==> src/rtl/step_pulse_gen.sv <==
// Step/direction pulse generator for a stepper motor driver with direction setup time and period floor.
// Optional position counter compiled in with macro STEP_POS_COUNTER_EN.
module step_pulse_gen #(
    parameter int WIDTH_N    = 17,
    parameter int PULSE_W    = 50,
    parameter int DIR_SETUP  = 25,
    parameter int MIN_PERIOD = 100
) (
    input  logic               clk,
    input  logic               rst_n,
    input  logic               drv_enable_SM,
    input  logic               dir_in,
    input  logic [WIDTH_N-1:0] N,
    input  logic               pos_clear,
    output logic               drv_step,
    output logic               drv_dir,
    output logic               busy,
    output logic [31:0]        position
);

    typedef enum logic [1:0] {
        IDLE  = 2'd0,
        SETUP = 2'd1,
        HIGH  = 2'd2,
        LOW   = 2'd3
    } state_t;

    state_t      state_r;
    logic [31:0] cnt_r;
    logic [31:0] period_r;
    logic        drv_step_r;
    logic        drv_dir_r;
    logic        busy_r;

    logic [31:0] n_ext_s;
    logic [31:0] period_s;
    logic        start_s;
    logic        dir_chg_s;
    logic        decide_s;
    logic        enter_high_s;
    logic        go_setup_s;

    // Decision points: IDLE or the last LOW cycle re-evaluates the start condition.
    always_comb begin
        n_ext_s      = 32'(N);
        period_s     = (n_ext_s > 32'(MIN_PERIOD)) ? n_ext_s : 32'(MIN_PERIOD);
        start_s      = drv_enable_SM && (N != {WIDTH_N{1'b0}});
        dir_chg_s    = (dir_in != drv_dir_r);
        decide_s     = (state_r == IDLE) ||
                       ((state_r == LOW) && (cnt_r == period_r - 32'(PULSE_W) - 32'd1));
        go_setup_s   = decide_s && start_s && dir_chg_s;
        enter_high_s = (decide_s && start_s && !dir_chg_s) ||
                       ((state_r == SETUP) && (cnt_r == 32'(DIR_SETUP - 1)));
    end

    // Step FSM; outputs are registered alongside the state so drv_step tracks HIGH exactly.
    always_ff @(posedge clk or negedge rst_n) begin
        if (!rst_n) begin
            state_r    <= IDLE;
            cnt_r      <= 32'd0;
            period_r   <= 32'd0;
            drv_step_r <= 1'b0;
            drv_dir_r  <= 1'b0;
            busy_r     <= 1'b0;
        end else if (enter_high_s) begin
            state_r    <= HIGH;
            cnt_r      <= 32'd0;
            period_r   <= period_s;
            drv_step_r <= 1'b1;
            busy_r     <= 1'b1;
        end else if (go_setup_s) begin
            state_r    <= SETUP;
            cnt_r      <= 32'd0;
            drv_dir_r  <= dir_in;
            drv_step_r <= 1'b0;
            busy_r     <= 1'b1;
        end else begin
            case (state_r)
                IDLE: begin
                    cnt_r <= 32'd0;
                end
                SETUP: begin
                    cnt_r <= cnt_r + 32'd1;
                end
                HIGH: begin
                    if (cnt_r == 32'(PULSE_W - 1)) begin
                        state_r    <= LOW;
                        cnt_r      <= 32'd0;
                        drv_step_r <= 1'b0;
                    end else begin
                        cnt_r <= cnt_r + 32'd1;
                    end
                end
                LOW: begin
                    // decide_s already covers the last LOW cycle with a restart; here it means stop.
                    if (decide_s) begin
                        state_r <= IDLE;
                        cnt_r   <= 32'd0;
                        busy_r  <= 1'b0;
                    end else begin
                        cnt_r <= cnt_r + 32'd1;
                    end
                end
                default: begin
                    state_r    <= IDLE;
                    cnt_r      <= 32'd0;
                    drv_step_r <= 1'b0;
                    busy_r     <= 1'b0;
                end
            endcase
        end
    end

    assign drv_step = drv_step_r;
    assign drv_dir  = drv_dir_r;
    assign busy     = busy_r;

`ifdef STEP_POS_COUNTER_EN
    logic [31:0] position_r;

    // Position follows each step rise in the direction already on drv_dir; clear wins.
    always_ff @(posedge clk or negedge rst_n) begin
        if (!rst_n) begin
            position_r <= 32'd0;
        end else if (pos_clear) begin
            position_r <= 32'd0;
        end else if (enter_high_s) begin
            position_r <= drv_dir_r ? (position_r + 32'd1) : (position_r - 32'd1);
        end else begin
            position_r <= position_r;
        end
    end

    assign position = position_r;
`else
    logic pos_clear_unused_s;
    assign pos_clear_unused_s = pos_clear;
    assign position           = 32'd0;
`endif

endmodule

==> config.mk <==
export PLATFORM = sky130hd
export DESIGN_NAME = step_pulse_gen
export DESIGN_NICKNAME = d
export VERILOG_FILES = /design/src/rtl/step_pulse_gen.sv
export SDC_FILE = /design/constraint.sdc
export NUM_CORES = 1
export LEC_CHECK = 0
export ABC_AREA = 1
export CORE_ASPECT_RATIO = 1.75
export CORE_MARGIN = 8
export CORE_UTILIZATION = 57
export CTS_BUF_LIST = sky130_fd_sc_hd__clkbuf_4 sky130_fd_sc_hd__clkbuf_8
export CTS_CLUSTER_DIAMETER = 200
export DETAILED_ROUTE_END_ITERATION = 16
export GPL_ROUTABILITY_DRIVEN = 1
export PLACE_DENSITY = 0.83
export SETUP_SLACK_MARGIN = 0.5
export SYNTH_ARGS = -nofsm -noshare
export SYNTH_HDL_FRONTEND = slang
export SYNTH_SLANG_ARGS = --single-unit
==> constraint.sdc <==
create_clock -name clk -period 3.25 [get_ports clk]
set_clock_uncertainty 0.05 [all_clocks]
set_input_delay 0.8125 -clock clk [delete_from_list [all_inputs] [get_ports clk]]
set_output_delay 0.8125 -clock clk [all_outputs]
set_load 0.1 [all_outputs]
==> flow_summary_export.csv <==
group,metric,value,unit
pwr,sequentialPowerShare,33.1,%
sta,slew_headroom,42.1,%
die,ios,57,
critical_path,start_kind,"flop",
cells_and_area,area_growth,8.49,%
synthesis,post-synth-top-area-fraction,33.2,%
cts,clock_sinks,54,
sta,setup_viol,0,
sta,min_period,2590,ps
detailed_routing,vias,3829,
synthesis,synthCells,583,
synthesis,ys_types,36,
sta,rsz0062_at_grt,"yes",
placement,place.detailed.hpwl,7980,um
detailed_routing,highest_layer,"met4",
detailed_routing,wl_met2,5720,um
synthesis,ys_ff_latch,54,
sta,hold_viol_final,0,
die,initial_core_util,57.5,%
worst_hold_path,hp-class,"flop to flop",
cells_and_area,diodes,0,
sta,fmax,0.387,GHz
global_routing,grt_max_degree,38,
detailed_routing,drtIter0Drc,213,
cts,h-tree-depth,2,
pwr,p_switching,1600,uW
detailed_routing,met1Wirelength,3630,um
critical_path,ff2ff_setup_slack,660,ps
pwr,pwr_density_cell,704,mW/mm^2
cts,cts_root_buffer,"clkbuf_8",
global_routing,first_global_vias,3749,
sta,fin_ws,665,ps
cts,cts_max_path_buffers,2,
global_routing,gr-usage-all-layers,20.3,%
placement,portBuffers,23,
pwr,clkPwrFrac,13.1,%
synthesis,ys_seq_area_share,33.2,%
global_routing,antenna_found_initial,0,
detailed_routing,ant_nets,0,
cts,cts_made_buffers,5,
critical_path,cp-end-kind,"flop",
placement,routabilityCongestion,0.972,
die,rows,41,
detailed_routing,wl_per_cell,14.8,um
die,fp.dieW,79.9,um
critical_path,worstPathMaxFanout,15,
placement,dp.cells,683,
sta,tightest_slew,868,ps
cells_and_area,drive_gt1_share,10.1,%
sta,drv_slew,0,
global_routing,grt_overflow_total,0,
cts,clk_pin_slew,90,ps
pwr,p_leak,0.00211,uW
synthesis,synth_top_area_cell,"dfrtp_1",
sta,setup_tns,0,ps
worst_hold_path,holdPathEnd,"period_r[1]$_DFFE_PN0N_",
critical_path,timing.rr.start,"period_r[0]$_DFFE_PN0N_",
cells_and_area,nets,637,
synthesis,synthesis.area,0.00407,sq mm
worst_hold_path,hp-start,"period_r[1]$_DFFE_PN0N_",
critical_path,r2r_cells,19,
sta,whs,466,ps
critical_path,worstPathArrival,2780,ps
synthesis,yosys_warnings,0,
detailed_routing,drt-pass1-iter-count,5,
run,drv_cap,0,
global_routing,grt_pass1_wl,16600,um
sta,fin_crit_sh,79.5,%
critical_path,worstPathRequired,3450,ps
detailed_routing,met3_length,468,um
detailed_routing,routed_wl,10300,um
detailed_routing,vias_per_cell,5.49,
status,status,"complete, no violations",
cells_and_area,final_common_cell,"nand2_1",
pwr,peakVddDrop,0.000485,V
detailed_routing,drcViolationCount,0,
cells_and_area,stdcell_count,698,
pwr,p_sw_share,51.5,%
cts,insertion_delay,330,ps
cts,holdBufCountCts,0,
placement,pre_cts_ws,210,ps
die,dieArea,0.0102,sq mm
worst_hold_path,hold_depth,2,
die,coreArea,0.00708,sq mm
die,die_y,128,um
cts,cts_tree,"yes",
pwr,power.internal,1510,uW
synthesis,synth.top_cells.by_area,"dfrtp_1 (33%), nand2_1 (14%), inv_1 (6.4%), buf_4 (6.3%), nor2_1 (6.1%)",
pwr,p_comb_share,53.8,%
synthesis,syn_area_per_cell,6.98,sq um
critical_path,critPathKind,"flop to flop",
cells_and_area,final_cell_mix,"nand2_1 (154), inv_1 (68), nor2_1 (65), dfrtp_1 (53), nand3_1 (38)",
critical_path,r2r-end,"period_r[2]$_DFFE_PN0N_",
==> worst max-delay path, cell delays in order, from the launching register on <==
cell and delay (ps):
dfrtp_1 420, ha_2 210, inv_2 80, nand2_2 100, nand2_4 150, nand2_4 70, nor2_4 140, nand2_1 70
nand2_1 80, nand2_1 60, nor2_1 90, nand2_1 70, nor2_2 90, nand3_2 130, nand2_4 130, nand3_2 100
nand2_4 140, buf_12 150, o21ai_0 90, o21ai_1 100
==> what timing repair did <==
item                       CTS  global route
setup endpoints to repair    7            51
setup buffers                0             5
pin swaps                    0             1
gates cloned                 0             2
resized for setup            2            10
==> layer usage <==
metal  vias up  track usage (%)
li1       1847                -
met5         -                0
met1      1819             19.4
met2       124             38.7
met3        39             3.16
met4         0             11.9
==> metrics by stage <==
stage	cell area (sq um)	util [%]	power, uW
floorplan	4190	-	2320
global placement	4210	59.5	2540
detailed placement	4210	59.5	2590
CTS	4320	61.0	3010
global route	4410	62.4	3360
finish	4410	62.4	3110
==> cell usage after synthesis (all sizes together) <==
cell	instances
a21oi	3
a31oi	2
buf	40
clkbuf	3
clkinv	2
conb	1
dfrtp	54
ha	4
inv	74
nand2	162
nand3	47
nand3b	3
nand4	12
nor2	76
nor3	18
nor3b	3
nor4	15
o21ai	32
o31ai	1
o41ai	1
xnor2	5
xor2	25
==> final cells by class <==
type	count	area, sq um
Sequential cell	54	1350
Inverter	76	288
Tap cell	86	108
Multi-Input combinational cell	442	2260
Clock inverter	3	25.0
Timing Repair Buffer	32	315
Clock buffer	5	68.8
Fill cell	680	2670
==> sequential cells by signal, summed over array words and instances, names as in the netlist <==
register,flops
cnt_r,32
period_r,17
state_r,2
busy,1
drv_dir,1
drv_step,1
==> power by group through the flow <==
| stage | registers [uW] | logic, uW | clock network (uW) |
|---|---|---|---|
| finish | 1030 | 1670 | 406 |
| global route | 1060 | 1870 | 433 |
| CTS | 1020 | 1570 | 412 |
| detailed placement | 1040 | 1560 | 0 |
| global placement | 1030 | 1510 | 0 |
| floorplan | 1120 | 1210 | 0 |
==> logic make-up (layout without fill, tap and decap cells) <==
family / Yosys count / after routing / synth area share (%)
adder cells (fa/ha/maj): 4 / 4 / 1.23
AND/OR/NAND/NOR: 336 / 337 / 39.1
flip-flops: 54 / 54 / 33.2
AO/OA/AOI/OAI: 39 / 39 / 5.01
buffers and inverters: 119 / 116 / 14.9
XOR/XNOR: 30 / 30 / 6.46
other: 1 / 32 / 0.0922
==> worst max path at each step <==
stage	from	to	slack, ps	cells past startpoint
6_report	period_r[0]$_DFFE_PN0N_	period_r[2]$_DFFE_PN0N_	660	19
5_1_grt	period_r[0]$_DFFE_PN0N_	period_r[6]$_DFFE_PN0N_	450	19
4_1_cts	period_r[0]$_DFFE_PN0N_	period_r[2]$_DFFE_PN0N_	520	19
3_5_place_dp	N[13]	period_r[2]$_DFFE_PN0N_	210	12
3_3_place_gp	N[13]	period_r[2]$_DFFE_PN0N_	210	12
2_1_floorplan	period_r[0]$_DFFE_PN0N_	busy$_DFFE_PN0P_	930	21
No activity file was read; power rests on OpenSTA's default activity.
